**src/rtl/branch_sequencer_pkg.sv**
```systemverilog
// Shared constants for the branch sequencer: opcode encodings, FSM states and the default PC increment.
package branch_sequencer_pkg;

  localparam logic [2:0] OP_BR  = 3'b000;
  localparam logic [2:0] OP_BMI = 3'b001;
  localparam logic [2:0] OP_BPL = 3'b010;
  localparam logic [2:0] OP_BZ  = 3'b011;

  localparam int unsigned DEFAULT_PC_INC = 4;

  typedef enum logic [1:0] {
    IDLE   = 2'd0,
    EVAL   = 2'd1,
    COMMIT = 2'd2,
    FLUSH  = 2'd3
  } state_t;

  function automatic logic is_illegal_op(input logic [2:0] op);
    return op > OP_BZ;
  endfunction

endpackage

```
**src/rtl/branch_sequencer_comparator.sv**
```systemverilog
// Pure combinational branch condition evaluator; illegal opcodes evaluate to not-taken.
module branch_comparator
  import branch_sequencer_pkg::*;
(
  input  logic [2:0]  op,
  input  logic [31:0] rs,
  output logic        cond
);

  always_comb begin
    cond = 1'b0;
    case (op)
      OP_BR:   cond = 1'b1;
      OP_BMI:  cond = rs[31];
      OP_BPL:  cond = ~rs[31] & (|rs);
      OP_BZ:   cond = ~(|rs);
      default: cond = 1'b0;
    endcase
  end

endmodule

```
**src/rtl/branch_sequencer.sv**
```systemverilog
// Multi-cycle branch controller: accept, evaluate, commit one PC write, then optionally flush.
module branch_sequencer
  import branch_sequencer_pkg::*;
#(
  parameter int unsigned PC_INC       = DEFAULT_PC_INC,
  parameter int unsigned FLUSH_CYCLES = 2,
  parameter int unsigned CNT_W        = 16
) (
  input  logic             clk,
  input  logic             rst,
  input  logic             br_valid,
  output logic             br_ready,
  input  logic [2:0]       br_op,
  input  logic [31:0]      rs_val,
  input  logic [31:0]      pc_cur,
  input  logic [31:0]      br_offset,
  input  logic             stall_in,
  output logic             pc_we,
  output logic [31:0]      pc_next,
  output logic             taken,
  output logic             illegal,
  output logic             flush,
  output logic             busy,
  output logic [CNT_W-1:0] br_count,
  output logic [CNT_W-1:0] taken_count
);

  localparam int unsigned FW = (FLUSH_CYCLES > 1) ? $clog2(FLUSH_CYCLES + 1) : 1;

  state_t        state, state_nxt;
  logic [2:0]    op_q;
  logic [31:0]   rs_q, pc_q, off_q;
  logic          cond_q, illegal_q;
  logic [FW-1:0] flush_cnt;
  logic          cmp_cond, eval_illegal, eval_cond;
  logic          accept, commit_fire;

  branch_comparator u_cmp (
    .op   (op_q),
    .rs   (rs_q),
    .cond (cmp_cond)
  );

  assign eval_illegal = is_illegal_op(op_q);
  assign eval_cond    = cmp_cond & ~eval_illegal;
  assign accept       = br_valid & br_ready;
  assign commit_fire  = (state == COMMIT) & ~stall_in;

  // State register
  always_ff @(posedge clk) begin
    if (rst) state <= IDLE;
    else     state <= state_nxt;
  end

  // Next-state logic
  always_comb begin
    state_nxt = state;
    case (state)
      IDLE:   if (accept) state_nxt = EVAL;
      EVAL:   state_nxt = COMMIT;
      COMMIT: if (!stall_in) state_nxt = (cond_q && FLUSH_CYCLES > 0) ? FLUSH : IDLE;
      FLUSH:  if (flush_cnt <= FW'(1)) state_nxt = IDLE;
      default: state_nxt = IDLE;
    endcase
  end

  // Output logic
  always_comb begin
    br_ready = (state == IDLE) & ~stall_in;
    pc_we    = commit_fire;
    taken    = commit_fire & cond_q;
    illegal  = commit_fire & illegal_q;
    flush    = (state == FLUSH);
    busy     = (state != IDLE);
  end

  // pc_next doubles as the registered target, so it holds its value outside COMMIT
  always_ff @(posedge clk) begin
    if (rst) begin
      op_q        <= '0;
      rs_q        <= '0;
      pc_q        <= '0;
      off_q       <= '0;
      cond_q      <= 1'b0;
      illegal_q   <= 1'b0;
      pc_next     <= '0;
      flush_cnt   <= '0;
      br_count    <= '0;
      taken_count <= '0;
    end else begin
      case (state)
        IDLE: begin
          if (accept) begin
            op_q  <= br_op;
            rs_q  <= rs_val;
            pc_q  <= pc_cur;
            off_q <= br_offset;
          end
        end
        EVAL: begin
          cond_q    <= eval_cond;
          illegal_q <= eval_illegal;
          pc_next   <= eval_cond ? (pc_q + off_q) : (pc_q + 32'(PC_INC));
        end
        COMMIT: begin
          if (!stall_in) begin
            flush_cnt <= FW'(FLUSH_CYCLES);
            if (br_count != '1) br_count <= br_count + CNT_W'(1);
            if (cond_q && taken_count != '1) taken_count <= taken_count + CNT_W'(1);
          end
        end
        FLUSH: flush_cnt <= flush_cnt - FW'(1);
        default: ;
      endcase
    end
  end

endmodule

```
**config.mk**
```make
export PLATFORM = sky130hd
export DESIGN_NAME = branch_sequencer
export DESIGN_NICKNAME = d
export VERILOG_FILES = /design/src/rtl/branch_sequencer_pkg.sv /design/src/rtl/branch_sequencer_comparator.sv /design/src/rtl/branch_sequencer.sv
export SDC_FILE = /design/constraint.sdc
export NUM_CORES = 1
export LEC_CHECK = 0
export BUFFER_PORTS_ARGS = -buffer_cell sky130_fd_sc_hd__buf_2
export CAP_MARGIN = 10
export CORE_MARGIN = 3
export CORE_UTILIZATION = 52
export CTS_BUF_LIST = sky130_fd_sc_hd__clkbuf_4
export DETAILED_ROUTE_END_ITERATION = 8
export PLACE_DENSITY = 0.79
export SLEW_MARGIN = 20
export SYNTH_ARGS = -nofsm -noshare
export SYNTH_HDL_FRONTEND = slang
export SYNTH_SLANG_ARGS = --single-unit
```
**constraint.sdc**
```tcl
create_clock -name clk -period 2.7 [get_ports clk]
set_clock_uncertainty 0.15 [all_clocks]
set_input_delay 0.54 -clock clk [delete_from_list [all_inputs] [get_ports clk]]
set_output_delay 0.54 -clock clk [all_outputs]
set_load 0.01 [all_outputs]
```
# Word level (Yosys, flattened, before mapping)
# Cells that the tools add are included.
# totals
regBits	169
latchBits	0
mem_bits_rw	0
romBits	0
inputBits	103
output_inout_bits	70
wordCells	60
n_memories	0
# classes
n_addsub	5
n_mul	0
div	0
n_lt_le_gt_ge	2
eq_ne	11
n_shift	0
n_mux	9
bitwise	11
n_reduce_logical	11
# ops
cell	count
adder 16 x 1 -> 16 bit (second input constant)	2
adder 32 x 3 -> 32 bit (second input constant)	1
adder 32 bit	1
2-to-1 mux 32 bit	1
inequality test 16 bit (second input constant)	2
OR reduction 32 bit	1
2-to-1 mux 2 bit	5
AND reduction 3 bit	3
case mux 2 bit (4 select lines)	1
AND 1 bit	7
== test 3 x 2 -> 1 bit (second input constant)	2
== test 2 bit (second input constant)	2
inequality test 2 bit (second input constant)	2
NOT 1 bit	4
case mux 1 bit (4 select lines)	1
case mux 2 bit (2 select lines)	1
AND reduction 2 bit	2
nonzero test 2 bit	2
== test 3 x 1 -> 1 bit (second input constant)	1
greater-than comparator 3 x 2 -> 1 bit (second input constant)	1
zero test 3 bit	1
== test 2 x 1 -> 1 bit (second input constant)	1
less-or-equal comparator 2 x 1 -> 1 bit (second input constant)	1
zero test 2 bit	1
3 further kinds	3

# Longest topological paths before layout
# logic_depth
word_depth	5
mapped_depth	10
depth_no_buf	10

# Cells and area by module
# Synthesis repeated with hierarchy kept, for this count alone.
# hier_totals
cells_unflattened	1149
area_unflattened_um2	8907.3
# modules_own_cells
module	instances	cells_each	area_each_um2	seq_area_each_um2
branch_sequencer	1	1132	8795.9	3383.2
branch_comparator	1	17	111.4	0.0

# Worst setup path before layout
# No wires, ideal clock.
# synth_timing
path_kind	register to register
startpoint	reg pc_q[0]
endpoint	reg pc_next[30]
setup_time_ns	0.122
arrival_time_ns	2.671
required_ns	2.428
setup_slack_ns	-0.243
stages_incl_launch_ff	11
path_buffers	0
period_less_slack_ns	2.943
path_cell_list	dfxtp_1 -> ha_1 -> fa_1 -> a21o_1 -> a221o_1 -> a211oi_4 -> o21ai_2 -> a311oi_2 -> nand4b_1 -> a21oi_1 -> a221o_1
# synth_via
elab_chain_len	2
word_cells_on_any_way	3
classes_between	2 x add/sub; 1 x mux
# synth_lines
element	line_no	rtl
from (decl)	branch_sequencer.sv:32	logic [31:0] rs_q, pc_q, off_q;
from (signal assigned)	branch_sequencer.sv:96	pc_q <= pc_cur;
adder 32 x 3 -> 32 bit or adder 32 bit (tied branches)	branch_sequencer.sv:103	pc_next <= eval_cond ? (pc_q + off_q) : (pc_q + 32'(PC_INC));
2-to-1 mux 32 bit *	branch_sequencer.sv:103	
to (signal assigned)	branch_sequencer.sv:103	
to (decl)	branch_sequencer.sv:19	output logic [31:0] pc_next,
# Mark *: on every way between the ends. The rest lies on a longest branch, timed or not.
# A chain may end at the register's enable or synchronous reset.

# Final worst setup path
# layout_timing
startpoint	reg off_q[0]
endpoint	reg pc_next[14]
# layout_via
elab_chain_len	2
# layout_lines
element	line_no	rtl
from (decl)	branch_sequencer.sv:32	
from (signal assigned)	branch_sequencer.sv:97	off_q <= br_offset;
adder 32 bit	branch_sequencer.sv:103	
2-to-1 mux 32 bit	branch_sequencer.sv:103	
# Every way passes these cells.

==> results.json <==
{
  "status": "finished with violations",
  "failed_checks": "setup timing",
  "cap_viol_max_count": 0,
  "wl_met2_um": 11180,
  "die-area_mm2": 0.01800,
  "dieHeight_um": 134.2,
  "rr_worst_depth": 13,
  "mappedNetlistArea_mm2": 0.008542,
  "drc": 0,
  "routed-wl-met3_um": 1428,
  "synthCells": 1097,
  "rsz0062_at_grt": "true",
  "rows": 46,
  "h-tree-depth": 4,
  "track_usage": 0.2526,
  "cts_tree": "done",
  "coreArea_mm2": 0.01600,
  "synth-seq-cells": 169,
  "highest_layer": "met5",
  "grt_max_degree": 100,
  "post-dp-hpwl_um": 16760,
  "hold_violations": 0,
  "ioPinCount": 173,
  "gp_congestion": 0.9276,
  "synth_top_cell_by_area": "dfxtp_1",
  "holdPathStages": 3,
  "period_minus_slack_ns": 2.924,
  "worstPathArrival_ns": 3.29,
  "insertion_delay_ns": 0.60,
  "start_util": 0.5339,
  "start_kind": "flop",
  "wl_per_cell_um": 15.30,
  "final_common_cell": "nand2_1",
  "leakage_nw": 4.622,
  "m1WireLength_um": 10630,
  "grt-ovfl-total": 0,
  "tightest_slew_ns": 1.005,
  "setup_viol": 11,
  "syn_nets": 1236,
  "async_flop_share": 0,
  "power_per_cell_area_mw_per_mm2": 470.5,
  "grt_pass1_wl_um": 37690,
  "path_clk_slew_ns": 0.15,
  "grt_antenna_before_repair": 2,
  "ir_worst_vdd_mv": 0.2445,
  "clock-sinks": 169,
  "fin_ws_ns": -0.2239,
  "port-buffer-count": 172,
  "root_buffer": "clkbuf_4",
  "area_growth_pct": 26.29,
  "avgSynthCellArea_um2": 7.787,
  "max_freq_mhz": 342.0,
  "wl_um": 23760,
  "timing.rr.end": "pc_next[14]$_SDFFE_PP0N_",
  "vias_per_cell": 5.475,
  "hold_class": "in2reg",
  "cp_max_fo": 3,
  "cts_buffer_depth": 2,
  "yosysUniqueCellTypes": 58,
  "relSlewSlack": 0.3299,
  "critPathCaptureType": "flop",
  "final_cell_mix": "259 x nand2_1, 171 x buf_2, 164 x dfxtp_1",
  "slew_viol_final": 0,
  "drtAntennaViolNets": 0,
  "fillers": 1369,
  "startpoint": "off_q[0]$_SDFFE_PP0P_",
  "min_period_over_period": 1.083,
  "p_total_w": 0.005075,
  "netlist_top_cells_area": "dfxtp_1 40%, nand2_1 11%, a21oi_1 9.3%",
  "reg2reg_slack_ns": -0.22,
  "regToRegStartpoint": "off_q[0]$_SDFFE_PP0P_",
  "crit_required_ns": 3.07,
  "instances_no_fill": 1553,
  "synth_ff_type": "dfxtp_1",
  "ys_seq_area_frac": 0.3961,
  "placed_cells": 1490,
  "yosysTopAreaCellShare": 0.3961,
  "vias": 8503,
  "cts_inserted_buffers": 17,
  "drive_above_1_share": 0.2360,
  "crit_end": "pc_next[14]$_SDFFE_PP0N_",
  "drtPass1Iterations": 5,
  "critPathKind": "reg2reg",
  "fin_nets": 1461,
  "synth_edf_count": 0,
  "first_iter_violations": 665,
  "ys_warn_count": 0,
  "die_x_um": 134.2,
  "grt_pass1_vias": 7842
}
[sequential cells by signal, summed over array words and instances (netlist names)]
register,flops
pc_q,32
cond_q,1
op_q,3
pc_next,32
br_count,16
illegal_q,1
rs_q,32
flush_cnt,2
taken_count,16
state,2
off_q,32
[through the flow]
stage / cell area, um^2 / TNS [ns] / setup WS [ns] / utilization / hold WS [ns]
floorplan: 8559 / -0.2762 / -0.1472 / - / 0.2817
global placement: 9980 / -1.075 / -0.1614 / 0.6237 / 0.2827
detailed placement: 9980 / -1.813 / -0.2454 / 0.6237 / 0.2987
CTS: 10580 / -0.9035 / -0.1388 / 0.6609 / 0.0002819
global route: 10790 / -3.107 / -0.4013 / 0.6742 / 0.00009931
finish: 10790 / -1.354 / -0.2239 / 0.6742 / 0.02318
[final cells by class]
class,instances,area (um^2),share of cell area
diodes,2,5.005,0.0004639
inverters,15,56.30,0.005219
flip-flops and latches,169,3390,0.3142
repair buffers,264,1642,0.1522
multi-input cells,855,5110,0.4737
clock buffers,17,127.6,0.01183
clock inverters,15,187.7,0.01740
well taps,216,270.3,0.02505
[synthesized netlist by cell type (9+ instances only)]
cell,instances
inv_1,15
xor2_1,38
nor4_1,10
and2_1,9
and3_1,14
nand2_1,260
a21oi_1,158
a21o_1,16
xnor2_1,38
clkbuf_1,54
ha_1,35
nand3_1,30
nor3_1,13
o21ai_0,31
nand4_1,21
dfxtp_1,169
nor2_1,74
[power breakdown]
group          switching [W]  internal, W
sequential         0.0000712      0.00259
clock               0.000966     0.000662
combinational       0.000445     0.000339
[worst max-delay path: stages, from the launching register on]
cell      delay, ns
dfxtp_2        0.36
ha_4           0.16
fa_2           0.36
a21o_1         0.18
a221o_1        0.36
a211oi_4       0.30
buf_4          0.16
buf_6          0.10
buf_6          0.10
o21bai_4       0.07
a21oi_2        0.14
xnor2_1        0.15
a21oi_1        0.12
nor3_1         0.15
[layer usage]
layer,vias up,global-route usage
li1,4252,-
met1,3895,0.3320
met2,309,0.4170
met3,45,0.05326
met4,2,0.08258
met5,-,0
[cells by family after synthesis]
logic type,count (synthesis),synth area share
xor+xnor,76,0.07793
compound gates,273,0.1904
simple gates,462,0.2401
fa+ha+maj,36,0.05361
mux,8,0.009375
buf+inv,73,0.03252
flops,169,0.3961
[how the worst min path moves through the flow]
stage / start / end / slack, ns
final: rs_val[24] / rs_q[24]$_SDFFE_PP0P_ / 0.02
after global routing: pc_cur[1] / pc_q[1]$_SDFFE_PP0P_ / 0.0001
after detailed placement: pc_next[15]$_SDFFE_PP0N_ / pc_next[15]$_SDFFE_PP0N_ / 0.30
after global placement: pc_next[7]$_SDFFE_PP0N_ / pc_next[7]$_SDFFE_PP0N_ / 0.28
after CTS: rs_val[29] / rs_q[29]$_SDFFE_PP0P_ / 0.0003
after floorplan: illegal_q$_SDFFE_PP0N_ / illegal_q$_SDFFE_PP0N_ / 0.28
[repair_timing]
| action | in CTS | in global routing |
|---|---|---|
| cloned | 0 | 0 |
| hold buffers | 18 | 6 |
| gates resized for setup | 11 | 27 |
| pin swaps | 13 | 14 |
| endpoints found under the setup margin | 13 | 18 |
| buffers inserted | 2 | 3 |
| hold endpoints to repair | 18 | 6 |
Power figures use the tool's default switching activity.
